File: src/rtl/ram512_fifo_pkg.sv
// Shared sizing constants for the 512x8 RAM-backed FIFO controller.
package ram512_fifo_pkg;

   localparam int RAM512_AW       = 9;
   localparam int RAM512_DW       = 8;
   localparam int RAM512_DEPTH    = 2 ** RAM512_AW;
   localparam int RAM512_AF_LEVEL = 448;
   localparam int RAM512_AE_LEVEL = 64;

endpackage

File: src/rtl/ram512_fifo_ctrl_if.sv
// Push/pop byte interface and status of the FIFO controller.
// almost_full/almost_empty exist only with RAM512_FIFO_ALMOST_FLAGS_EN.
interface ram512_fifo_ctrl_if
   import ram512_fifo_pkg::*;
#(
   parameter int AW = RAM512_AW,
   parameter int DW = RAM512_DW
);
   logic          push;
   logic [DW-1:0] wr_data;
   logic          pop;
   logic [DW-1:0] rd_data;
   logic          rd_valid;
   logic          flush;
   logic          clr_flags;
   logic          full;
   logic          empty;
   logic [AW:0]   level;
   logic          overflow;
   logic          underflow;
`ifdef RAM512_FIFO_ALMOST_FLAGS_EN
   logic          almost_full;
   logic          almost_empty;
`endif

   modport master (
      output push, wr_data, pop, flush, clr_flags,
      input  rd_data, rd_valid, full, empty, level, overflow, underflow
`ifdef RAM512_FIFO_ALMOST_FLAGS_EN
      , input almost_full, almost_empty
`endif
   );

   modport slave (
      input  push, wr_data, pop, flush, clr_flags,
      output rd_data, rd_valid, full, empty, level, overflow, underflow
`ifdef RAM512_FIFO_ALMOST_FLAGS_EN
      , output almost_full, almost_empty
`endif
   );
endinterface

File: src/rtl/fifo_ptr_cnt.sv
// Wrapping W-bit FIFO pointer (MSB is the wrap bit) with synchronous clear.
module fifo_ptr_cnt #(
   parameter int W = 10
) (
   input  logic         clk,
   input  logic         rst,
   input  logic         clr,
   input  logic         inc,
   output logic [W-1:0] ptr,
   output logic [W-1:0] ptr_nxt
);
   logic [W-1:0] ptr_q, ptr_d;

   always_comb begin
      ptr_d = ptr_q;
      if (clr)      ptr_d = '0;
      else if (inc) ptr_d = ptr_q + {{(W-1){1'b0}}, 1'b1};
   end

   always_ff @(posedge clk or posedge rst) begin
      if (rst) ptr_q <= '0;
      else     ptr_q <= ptr_d;
   end

   assign ptr     = ptr_q;
   assign ptr_nxt = ptr_d;
endmodule

File: src/rtl/ram512_fifo_ctrl.sv
// FIFO controller sequencing an external 512x8 block RAM with one-cycle read latency.
// Optional almost flags: define RAM512_FIFO_ALMOST_FLAGS_EN.
module ram512_fifo_ctrl
   import ram512_fifo_pkg::*;
#(
   parameter int AW       = RAM512_AW,
   parameter int DW       = RAM512_DW,
   parameter int AF_LEVEL = RAM512_AF_LEVEL,
   parameter int AE_LEVEL = RAM512_AE_LEVEL
) (
   input  logic              Clk,
   input  logic              Rst,
   ram512_fifo_ctrl_if.slave fif,
   output logic [AW-1:0]     ram_wa,
   output logic [DW-1:0]     ram_wd,
   output logic              ram_wen,
   output logic              ram_wclk_en,
   output logic [AW-1:0]     ram_ra,
   output logic              ram_rclk_en,
   input  logic [DW-1:0]     ram_rd
);
   logic          push_ok, pop_ok;
   logic [AW:0]   wptr, wptr_nxt, rptr, rptr_nxt;
   logic [AW:0]   level_q, level_d;
   logic          full_q, full_d, empty_q, empty_d;
   logic          rd_valid_q, rd_valid_d;
   logic          ovf_q, ovf_d, udf_q, udf_d;
   logic [DW-1:0] rd_hold_q, rd_hold_d, rd_data_c;

   // Acceptance looks only at the registered flags of this cycle.
   always_comb begin
      push_ok = fif.push & ~full_q  & ~fif.flush;
      pop_ok  = fif.pop  & ~empty_q & ~fif.flush;
   end

   fifo_ptr_cnt #(.W(AW+1)) u_wptr (
      .clk(Clk), .rst(Rst), .clr(fif.flush), .inc(push_ok),
      .ptr(wptr), .ptr_nxt(wptr_nxt)
   );

   fifo_ptr_cnt #(.W(AW+1)) u_rptr (
      .clk(Clk), .rst(Rst), .clr(fif.flush), .inc(pop_ok),
      .ptr(rptr), .ptr_nxt(rptr_nxt)
   );

   always_comb begin
      ram_wa      = wptr[AW-1:0];
      ram_wd      = fif.wr_data;
      ram_wen     = push_ok;
      ram_wclk_en = push_ok;
      ram_ra      = rptr[AW-1:0];
      ram_rclk_en = pop_ok;
   end

   // The RAM output is live during the valid cycle, then held locally.
   assign rd_data_c = rd_valid_q ? ram_rd : rd_hold_q;

   always_comb begin
      level_d = level_q;
      if (fif.flush) level_d = '0;
      else           level_d = level_q + {{AW{1'b0}}, push_ok} - {{AW{1'b0}}, pop_ok};
      full_d     = (wptr_nxt[AW] != rptr_nxt[AW]) && (wptr_nxt[AW-1:0] == rptr_nxt[AW-1:0]);
      empty_d    = (wptr_nxt == rptr_nxt);
      rd_valid_d = pop_ok;
      rd_hold_d  = rd_data_c;
      ovf_d      = (fif.push & full_q  & ~fif.flush) | (ovf_q & ~fif.clr_flags);
      udf_d      = (fif.pop  & empty_q & ~fif.flush) | (udf_q & ~fif.clr_flags);
   end

   always_ff @(posedge Clk or posedge Rst) begin
      if (Rst) begin
         level_q    <= '0;
         full_q     <= 1'b0;
         empty_q    <= 1'b1;
         rd_valid_q <= 1'b0;
         rd_hold_q  <= '0;
         ovf_q      <= 1'b0;
         udf_q      <= 1'b0;
      end else begin
         level_q    <= level_d;
         full_q     <= full_d;
         empty_q    <= empty_d;
         rd_valid_q <= rd_valid_d;
         rd_hold_q  <= rd_hold_d;
         ovf_q      <= ovf_d;
         udf_q      <= udf_d;
      end
   end

   assign fif.rd_data   = rd_data_c;
   assign fif.rd_valid  = rd_valid_q;
   assign fif.full      = full_q;
   assign fif.empty     = empty_q;
   assign fif.level     = level_q;
   assign fif.overflow  = ovf_q;
   assign fif.underflow = udf_q;

`ifdef RAM512_FIFO_ALMOST_FLAGS_EN
   localparam logic [AW:0] AF_LV = AF_LEVEL[AW:0];
   localparam logic [AW:0] AE_LV = AE_LEVEL[AW:0];

   logic afull_q, afull_d, aempty_q, aempty_d;

   always_comb begin
      afull_d  = (level_d >= AF_LV);
      aempty_d = (level_d <= AE_LV);
   end

   always_ff @(posedge Clk or posedge Rst) begin
      if (Rst) begin
         afull_q  <= 1'b0;
         aempty_q <= 1'b1;
      end else begin
         afull_q  <= afull_d;
         aempty_q <= aempty_d;
      end
   end

   assign fif.almost_full  = afull_q;
   assign fif.almost_empty = aempty_q;
`else
   localparam int unused_lvls = AF_LEVEL + AE_LEVEL;
`endif
endmodule

File: src/flat_wrapper.sv
// flat-port wrapper written by rule: the top's interface ports become plain ports
module ram512_fifo_ctrl_flat import ram512_fifo_pkg::*;
#(
   parameter int AW       = RAM512_AW,
   parameter int DW       = RAM512_DW,
   parameter int AF_LEVEL = RAM512_AF_LEVEL,
   parameter int AE_LEVEL = RAM512_AE_LEVEL
)
  (Clk, Rst, ram_wa, ram_wd, ram_wen, ram_wclk_en, ram_ra, ram_rclk_en, ram_rd, fif_push, fif_wr_data, fif_pop, fif_flush, fif_clr_flags, fif_rd_data, fif_rd_valid, fif_full, fif_empty, fif_level, fif_overflow, fif_underflow);
  ram512_fifo_ctrl_if #(.AW(AW), .DW(DW)) fif_i ();
  input  logic Clk;
  input  logic Rst;
  output logic [AW-1:0] ram_wa;
  output logic [DW-1:0] ram_wd;
  output logic ram_wen;
  output logic ram_wclk_en;
  output logic [AW-1:0] ram_ra;
  output logic ram_rclk_en;
  input  logic [DW-1:0] ram_rd;
  input wire logic [$bits(fif_i.push)-1:0] fif_push;
  input wire logic [$bits(fif_i.wr_data)-1:0] fif_wr_data;
  input wire logic [$bits(fif_i.pop)-1:0] fif_pop;
  input wire logic [$bits(fif_i.flush)-1:0] fif_flush;
  input wire logic [$bits(fif_i.clr_flags)-1:0] fif_clr_flags;
  output wire logic [$bits(fif_i.rd_data)-1:0] fif_rd_data;
  output wire logic [$bits(fif_i.rd_valid)-1:0] fif_rd_valid;
  output wire logic [$bits(fif_i.full)-1:0] fif_full;
  output wire logic [$bits(fif_i.empty)-1:0] fif_empty;
  output wire logic [$bits(fif_i.level)-1:0] fif_level;
  output wire logic [$bits(fif_i.overflow)-1:0] fif_overflow;
  output wire logic [$bits(fif_i.underflow)-1:0] fif_underflow;
  assign fif_i.push = fif_push;
  assign fif_i.wr_data = fif_wr_data;
  assign fif_i.pop = fif_pop;
  assign fif_i.flush = fif_flush;
  assign fif_i.clr_flags = fif_clr_flags;
  assign fif_rd_data = fif_i.rd_data;
  assign fif_rd_valid = fif_i.rd_valid;
  assign fif_full = fif_i.full;
  assign fif_empty = fif_i.empty;
  assign fif_level = fif_i.level;
  assign fif_overflow = fif_i.overflow;
  assign fif_underflow = fif_i.underflow;
  ram512_fifo_ctrl #(.AW(AW), .DW(DW), .AF_LEVEL(AF_LEVEL), .AE_LEVEL(AE_LEVEL)) u_core (.Clk(Clk), .Rst(Rst), .fif(fif_i), .ram_wa(ram_wa), .ram_wd(ram_wd), .ram_wen(ram_wen), .ram_wclk_en(ram_wclk_en), .ram_ra(ram_ra), .ram_rclk_en(ram_rclk_en), .ram_rd(ram_rd));
endmodule
File: config.mk
export PLATFORM = sky130hd
export DESIGN_NAME = ram512_fifo_ctrl_flat
export DESIGN_NICKNAME = d
export VERILOG_FILES = /design/src/rtl/ram512_fifo_pkg.sv /design/src/rtl/ram512_fifo_ctrl_if.sv /design/src/rtl/fifo_ptr_cnt.sv /design/src/rtl/ram512_fifo_ctrl.sv /design/src/flat_wrapper.sv
export SDC_FILE = /design/constraint.sdc
export NUM_CORES = 1
export LEC_CHECK = 0
export ABC_CLOCK_PERIOD_IN_PS = 6750
export BUFFER_PORTS_ARGS = -buffer_cell sky130_fd_sc_hd__buf_2
export CAP_MARGIN = 20
export CORE_ASPECT_RATIO = 0.75
export CORE_MARGIN = 1.5
export CORE_UTILIZATION = 57
export DETAILED_ROUTE_END_ITERATION = 16
export PLACE_DENSITY = 0.86
export SLEW_MARGIN = 0
export SYNTH_ARGS = -nofsm -noshare
export SYNTH_HDL_FRONTEND = slang
export SYNTH_SLANG_ARGS = --single-unit
File: constraint.sdc
create_clock -name Clk -period 6.75 [get_ports Clk]
set_input_delay 1.35 -clock Clk [delete_from_list [all_inputs] [get_ports Clk]]
set_output_delay 1.35 -clock Clk [all_outputs]
set_load 0.01 [all_outputs]
==> key figures, run 1 <==
Power
  – VDD IR max: approximately 210 uV
  – PwrDens: between 300 and 400 nW/um^2
  – Total power: roughly 980 uW
  – Leakage power: ~1.4 nW

Floorplan
  – Core area: between 4000 and 5000 sq um
  – Die span in y: ~62 microns
  – Die X: slightly above 80 microns
  – Row cnt: 21
  – Die area: 5090 sq um
  – IO Count: 74
  – Starting Density: between 50% and 60%

Clock network
  – Setup Fix Bufs, Post-CTS: 0
  – Max Root-Sink Buffers: 2
  – CTS tree: yes
  – CTS Sinks: 43
  – H-tree depth: 2
  – Num CTS Buffers: 5
  – CTS Hold Buffers Added: 0
  – Clock root buffer: clkbuf_8
  – Post-CTS sizing: 0
  – Worst skew pair latency: approximately 300 ps
  – Clk slew on worst S/H paths: roughly 70 ps

Worst setup path
  – R2R setup slack: approximately 3800 ps
  – Crit-path max FO: 50
  – R2R Path End: u_core.fif.level[8]$_DFF_PP0_
  – Critical Path AT: between 4000 and 5000 ps
  – Crit path buf inv count: 1
  – CP endpoint kind: flop
  – Slowest cell delay on critical path: about 630 ps
  – R2R Path Start: u_core.fif.empty$_DFF_PP1_
  – CP cell instances: buf_2 > or3_1 > nand2_1 > ha_1 > fa_1 > a21o_1 > a21oi_1 > o21ba_2 > o21ai_0 > and3_1 > nor3_1
  – Family with the most delay on the worst path: simple AND/OR/NAND/NOR gates
  – FF-to-FF path depth: 11
  – Crit path required time: ~7000 ps
  – Startpoint types: input port
  – Kind of critical path: input port to flop
  – CP max-delay cell: buf_2

Worst hold path
  – Worst Hold Depth: 1
  – Hold WC Path Type: flop to flop
  – Hold path start: u_core.rd_hold_q[2]$_DFF_PP0_
  – Hold EP: u_core.rd_hold_q[2]$_DFF_PP0_

STA
  – Slew HR: between 40% and 50%
  – Fin. max-slew vios: 0
  – Fin. Hold Viols: 0
  – Worst-margin pin slew: between 800 and 900 ps
  – Sum Neg Setup Slack: 0 ps
  – Period utilisation layout: a little under three fifths
  – Clock Skew: 6.04 ps
  – RSZ-0062 raised after global routing: no
  – Fmax: 0.263 GHz
  – Setup violations, final: 0
  – Final min period: 3810 ps

Yosys
  – Asr flop ratio synth: 100%
  – Post-Syn Nets: ~300
  – Mapped Area: between 2000 and 3000 sq um
  – Synth Flop Type: dfrtp_1
  – Mean post-synth cell area: roughly 10 sq um
  – Share of the synthesized area in the top cell type: between 30 and 40%
  – Top cells by area, synth: dfrtp_1 40%, buf_4 7.9%, xnor2_1 6.3%
  – Number of enable flip-flop cells after synthesis: 0
  – Netlist cell types: 51
  – Post-Syn Instances: 267
  – Dominant cell type by area after synthesis: dfrtp_1
  – Synth Register Bits: 43
  – Yosys warning count: 0
  – Seq/Total Area, Yosys: between 40% and 50%

Routing
  – Routed len/inst: around 15 microns
  – Iteration-0 DRC count of the detailed router: 112
  – Via count: between 1500 and 2000
  – Final WL: ~5.5 mm
  – Antenna viol nets, final: 0
  – DRT Pass-1 Iters: 4
  – DRC violations left: 0
  – Via density: 5.59

GRT
  – GR Layer Usage met2: around 35%
  – Grt ovf: 0
  – GRT Overall Usage: between 20% and 30%
  – GR met3 Demand/Resource: 6.18%
  – Gr busiest metal: met2
  – Antenna violations before repair: 0
  – Largest net degree at the start of global routing: 51
  – First-pass GRT wire length: about 9 mm
  – GR met1 Demand/Resource: between 30% and 40%
  – Number of global-route vias before repair: 1906

Placed design
  – Port Buffers: 57
  – RePlAce Congestion: 0.842
  – HPWL after detailed placement: approximately 4.1 mm

Final layout
  – Share of cells above drive strength 1: a little under 30%
  – Most common cell after layout, fill and taps aside: buf_2
  – Nets: roughly 330
  – Commonest non-fill, non-tap cells in the layout: 57 x buf_2, 42 x dfrtp_1, 27 x nor2_1
  – Antenna Cells: 0
  – Area Growth Syn to Fin: 8.62%

Run status
  – Status: finished clean

Run
  – Max Cap Viol: 0
==> report_power, final <==
part	leakage (nW)	internal (mW)	switching, mW	total, mW
sequential	0.567	0.312	0.0326	0.345
combinational	0.791	0.215	0.241	0.456
clock	0.0515	0.0934	0.0844	0.178
==> sequential cells by signal (all words and copies together), names as in the netlist <==
| register | cells |
|---|---|
| u_core.fif.level | 10 |
| u_core.u_rptr.ptr | 10 |
| u_core.u_wptr.ptr | 10 |
| u_core.rd_hold_q | 8 |
| u_core.fif.empty | 1 |
| u_core.fif.full | 1 |
| u_core.fif.overflow | 1 |
| u_core.fif.rd_valid | 1 |
| u_core.fif.underflow | 1 |
==> routing by layer <==
| metal | wire (microns) | part of all wire [%] |
|---|---|---|
| met1 | 2640 | 48 |
| met2 | 2400 | 44 |
| met3 | 345 | 6.3 |
| met4 | 64 | 1.2 |
| met5 | 0 | 0 |
==> metrics by stage <==
step	util, %	setup WS (ps)	area [sq um]	hold slack, ps	instances
after CTS	64.6	2970	2890	502	356
after global placement	62.4	2790	2790	479	348
after floorplan	-	3010	2660	513	267
final	64.6	2940	2890	498	356
after global routing	64.6	2720	2890	506	356
after detailed placement	62.4	2670	2790	485	348
==> synthesized netlist by cell type, types with 5 or more instances <==
| cell | count |
|---|---|
| a21o_1 | 7 |
| ha_1 | 11 |
| a21oi_1 | 7 |
| o21ai_0 | 8 |
| mux2_2 | 9 |
| nor2b_1 | 5 |
| dfrtp_1 | 42 |
| nor3_1 | 6 |
| nor4_1 | 5 |
| xnor2_1 | 19 |
| buf_4 | 28 |
| nand2_1 | 6 |
| nand3b_1 | 5 |
| nand2b_1 | 5 |
| or3_1 | 5 |
| inv_1 | 16 |
| nor2_1 | 27 |
==> how the worst max path moves through the flow <==
stage,endpoint,depth (start not counted),start
global route,u_core.fif.level[8]$_DFF_PP0_,11,fif_flush
global placement,u_core.fif.level[8]$_DFF_PP0_,11,fif_flush
CTS,u_core.fif.level[8]$_DFF_PP0_,11,fif_flush
floorplan,ram_rclk_en,5,fif_flush
detailed placement,u_core.fif.level[8]$_DFF_PP0_,11,fif_flush
finish,u_core.fif.level[8]$_DFF_PP0_,11,fif_flush
==> logic make-up (layout without fill, tap and decap cells) <==
| group | count (synthesis) | count (layout) | synth area share, % |
|---|---|---|---|
| adder cells (fa/ha/maj) | 12 | 12 | 5.93 |
| multiplexers | 10 | 10 | 4.19 |
| AO/OA/AOI/OAI | 45 | 45 | 11.7 |
| AND/OR/NAND/NOR | 84 | 84 | 18.5 |
| buffers and inverters | 50 | 82 | 11.1 |
| flip-flops | 43 | 43 | 40.5 |
| XOR/XNOR | 23 | 23 | 8.10 |
==> cell type report <==
| class | instances | area (sq um) |
|---|---|---|
| clock buffer | 8 | 100 |
| fill | 384 | 1580 |
| inverter | 16 | 60.1 |
| multi-input combinational | 174 | 1280 |
| sequential | 43 | 1080 |
| tap | 57 | 71.3 |
| timing repair buffer | 58 | 293 |
No activity file was read; power rests on OpenSTA's default activity.
==> run 2: changes to the inputs <==
--- a/config.mk
+++ b/config.mk
@@ -5,14 +5,15 @@
 export SDC_FILE = /design/constraint.sdc
 export NUM_CORES = 1
 export LEC_CHECK = 0
-export ABC_CLOCK_PERIOD_IN_PS = 6750
+export ABC_AREA = 1
+export ABC_CLOCK_PERIOD_IN_PS = 3700
 export BUFFER_PORTS_ARGS = -buffer_cell sky130_fd_sc_hd__buf_2
 export CAP_MARGIN = 20
 export CORE_ASPECT_RATIO = 0.75
 export CORE_MARGIN = 1.5
-export CORE_UTILIZATION = 57
+export CORE_UTILIZATION = 54
 export DETAILED_ROUTE_END_ITERATION = 16
-export PLACE_DENSITY = 0.86
+export PLACE_DENSITY = 0.81
 export SLEW_MARGIN = 0
 export SYNTH_ARGS = -nofsm -noshare
 export SYNTH_HDL_FRONTEND = slang
==> constraint.sdc (replaced) <==
create_clock -name Clk -period 3.7 [get_ports Clk]
set_input_delay 0.74 -clock Clk [delete_from_list [all_inputs] [get_ports Clk]]
set_output_delay 0.74 -clock Clk [all_outputs]
set_load 0.01 [all_outputs]
==> key figures, run 2 <==
Clock network
  – CTS Hold Buffers Added: 0 (unchanged)
  – Max Root-Sink Buffers: 2 (unchanged)
  – Clock root buffer: clkbuf_8
  – CTS Sinks: 43 (unchanged)
  – Clk slew on worst S/H paths: 90 ps (+20 ps)
  – CTS tree: yes
  – H-tree depth: 2 (unchanged)
  – Worst skew pair latency: 290 ps (about the same)
  – Num CTS Buffers: 5 (unchanged)
  – Setup Fix Bufs, Post-CTS: 0 (unchanged)
  – Post-CTS sizing: 0 (unchanged)

Routing
  – DRT Pass-1 Iters: 4 (unchanged)
  – Via count: 2582 (+30%)
  – Antenna viol nets, final: 0 (unchanged)
  – DRC violations left: 0 (unchanged)
  – Final WL: 6.13 mm (+12%)
  – Routed len/inst: 12.1 microns (-21%)
  – Via density: 5.09 (-8.8%)
  – Iteration-0 DRC count of the detailed router: 173 (+54%)

Worst hold path
  – Hold WC Path Type: input port to asynchronous set/reset pin

Yosys
  – Post-Syn Nets: 434 (+44%)
  – Netlist cell types: 33 (-35%)
  – Mapped Area: 2910 sq um (+9.4%)
  – Yosys warning count: 0 (unchanged)
  – Dominant cell type by area after synthesis: dfrtp_1
  – Seq/Total Area, Yosys: 37.1% (-3.5 points)
  – Mean post-synth cell area: 7.27 sq um (-27%)
  – Share of the synthesized area in the top cell type: 36.2% (-3.4 points)
  – Top cells by area, synth: dfrtp_1 36%, nand2_1 13%, inv_1 8.9%
  – Synth Register Bits: 43 (unchanged)
  – Post-Syn Instances: 400 (+50%)
  – Asr flop ratio synth: 100% (unchanged)
  – Number of enable flip-flop cells after synthesis: 0 (unchanged)
  – Synth Flop Type: dfrtp_1
  – Top cells by count, synth: 100 x nand2_1, 69 x inv_1, 43 x nand3_1
  – Most frequent cell after synthesis: nand2_1

Worst setup path
  – FF-to-FF path depth: 13 (+2)
  – Crit path depth: 14 (+3)
  – CP cell instances: buf_2 > inv_2 > nand3_2 > or2_2 > nand2_1 > ha_1 > fa_1 > nand2_1 > a21oi_1 > or2_2 > nand2_1 > a31oi_1 > o21ai_0 > a21oi_1
  – CP endpoint kind: flop
  – CP Capture Point: u_core.fif.level[6]$_DFF_PP0_
  – Critical Path Most Common Cell: nand2_1
  – Startpoint types: input port
  – Crit path required time: 3880 ps (-3080 ps)
  – CP max-delay cell: fa_1
  – Crit-path max FO: 11 (-78%)
  – Crit path buf inv count: 2 (+1)
  – Slowest cell delay on critical path: 410 ps (-220 ps)
  – Kind of critical path: input port to flop
  – R2R setup slack: 1070 ps (-2680 ps)
  – R2R Path Start: u_core.fif.empty$_DFF_PP1_
  – R2R Path End: u_core.fif.level[6]$_DFF_PP0_
  – Family with the most delay on the worst path: simple AND/OR/NAND/NOR gates
  – Critical Path AT: 3020 ps (-990 ps)
  – Crit path from: fif_flush

Power
  – Int Power: 999 uW (+61%)
  – VDD IR max: 382 uV (+81%)
  – Clk pwr share: 17.9% (-0.3 points)
  – Sw Share: 40.0% (+3.4 points)
  – PwrDens: 526 nW/um^2 (+55%)
  – Net Sw Power: 665 uW (+86%)
  – Leakage power: 1.81 nW (+29%)
  – Sequential share of power: 37.2% (+2.0 points)
  – Comb power frac: 44.9% (-1.7 points)
  – Total power: 1.66 mW (+70%)

Final layout
  – Commonest non-fill, non-tap cells in the layout: 100 x nand2_1, 68 x inv_1, 57 x buf_2
  – Antenna Cells: 0 (unchanged)
  – Nets: 468 (+41%)
  – Final non-filler cell total: 507 (+42%)
  – Area Growth Syn to Fin: 8.74%
  – Most common cell after layout, fill and taps aside: nand2_1
  – Share of cells above drive strength 1: 21.1% (-7.9 points)

STA
  – RSZ-0062 raised after global routing: no
  – Fin. max-slew vios: 0 (unchanged)
  – Sum Neg Setup Slack: 0 ps (unchanged)
  – Final min period: between 2000 and 3000 ps
  – Slew HR: 62.3% (+17 points)
  – Setup violations, final: 0 (unchanged)
  – Clock Skew: 5.67 ps (-0.370 ps)
  – Worst-margin pin slew: 562 ps (-266 ps)
  – Period utilisation layout: approximately three quarters
  – WHS: 416 ps (-81.5 ps)
  – Fin. Hold Viols: 0 (unchanged)
  – Fmax: roughly 0.35 GHz
  – Final WS setup: 865 ps (-2080 ps)

GRT
  – GRT Overall Usage: 23.5% (+0.22 points)
  – Number of global-route vias before repair: 2389 (+25%)
  – Largest net degree at the start of global routing: 28 (-45%)
  – Grt ovf: 0 (unchanged)
  – First-pass GRT wire length: 10.6 mm (+17%)
  – Antenna violations before repair: 0 (unchanged)

Floorplan
  – IO Count: 74 (unchanged)
  – Die X: 87.7 microns (+7.2%)
  – Die span in y: 66.5 microns (+7.1%)
  – Starting Density: 57.7% (-1.8 points)
  – Row cnt: 22 (+4.8%)
  – Core area: 5040 sq um (+13%)
  – Die area: 5840 sq um (+15%)

Placed design
  – Port Buffers: 57 (unchanged)
  – RePlAce Congestion: 0.905 (+7.6%)
  – Place WS: 553 ps (-2110 ps)
  – HPWL after detailed placement: 4.78 mm (+18%)
  – Placed Cells: 499 (+43%)

Run
  – Max Cap Viol: 0 (unchanged)

Run status
  – Status: finished clean
==> run 2: cell count changes in the layout (fill, tap and decap cells not counted), sizes merged, moves of 7 or more <==
cell	previous run	this run
nand3	4	45
nand2	6	102
xnor2	19	1
nand4	3	10
inv	16	72
nor2	27	34
==> run 2: worst register-to-register path, delay by kind of cell (launching register included) <==
| kind | cells | cell delay (ps) |
|---|---|---|
| buffers and inverters | 1 | 110 |
| AND/OR/NAND/NOR | 6 | 880 |
| AO/OA/AOI/OAI | 4 | 350 |
| adder cells (fa/ha/maj) | 2 | 640 |
| flip-flops | 1 | 540 |
==> run 2: worst min path at each step <==
stage / end / start / slack (ps) / depth (start not counted)
finish: u_core.rd_hold_q[6]$_DFF_PP0_ / Rst / 420 / 2
CTS: u_core.rd_hold_q[6]$_DFF_PP0_ / Rst / 420 / 2
floorplan: u_core.rd_hold_q[0]$_DFF_PP0_ / u_core.rd_hold_q[0]$_DFF_PP0_ / 510 / 1
detailed placement: u_core.rd_hold_q[5]$_DFF_PP0_ / u_core.rd_hold_q[5]$_DFF_PP0_ / 480 / 1
global placement: u_core.rd_hold_q[5]$_DFF_PP0_ / u_core.rd_hold_q[5]$_DFF_PP0_ / 480 / 1
global route: u_core.rd_hold_q[6]$_DFF_PP0_ / Rst / 460 / 2
==> run 2: layer usage <==
layer / GRT usage (%) / part of all wire [%] / vias to the layer above
met4: 6.75 / 0.60 / 0
li1: - / - / 1297
met2: 37.3 / 45 / 64
met5: 0 / 0 / -
met1: 32.8 / 48 / 1216
met3: 4.34 / 6.3 / 5
==> run 2: power groups by stage <==
stage               registers [mW]  clock network, mW  logic, mW
global route                 0.633              0.322      0.852
CTS                          0.620              0.306      0.747
detailed placement           0.628                  0      0.744
global placement             0.625                  0      0.723
floorplan                    0.639                  0      0.541
finish                       0.618              0.298      0.747
==> run 2: layout make-up <==
type,count,area (sq um)
well taps,72,90.1
clock inverters,3,20.0
multi-input cells,251,1330
fillers,459,1880
flip-flops and latches,43,1080
clock buffers,5,68.8
repair buffers,59,300
inverters,74,278
==> run 2: kinds of logic after synthesis <==
group           after synthesis  share of synthesized area (%)
flops                        43                           37.1
fa+ha+maj                    12                           5.42
mux                           8                           3.10
simple gates                195                           29.8
xor+xnor                      3                          0.904
buf+inv                     106                           17.3
compound gates               33                           6.41
==> run 2: through the flow <==
stage	util, %	instance area [sq um]
floorplan	-	2910
global placement	61.0	3070
detailed placement	61.0	3070
CTS	62.7	3160
global route	62.7	3160
finish	62.7	3160
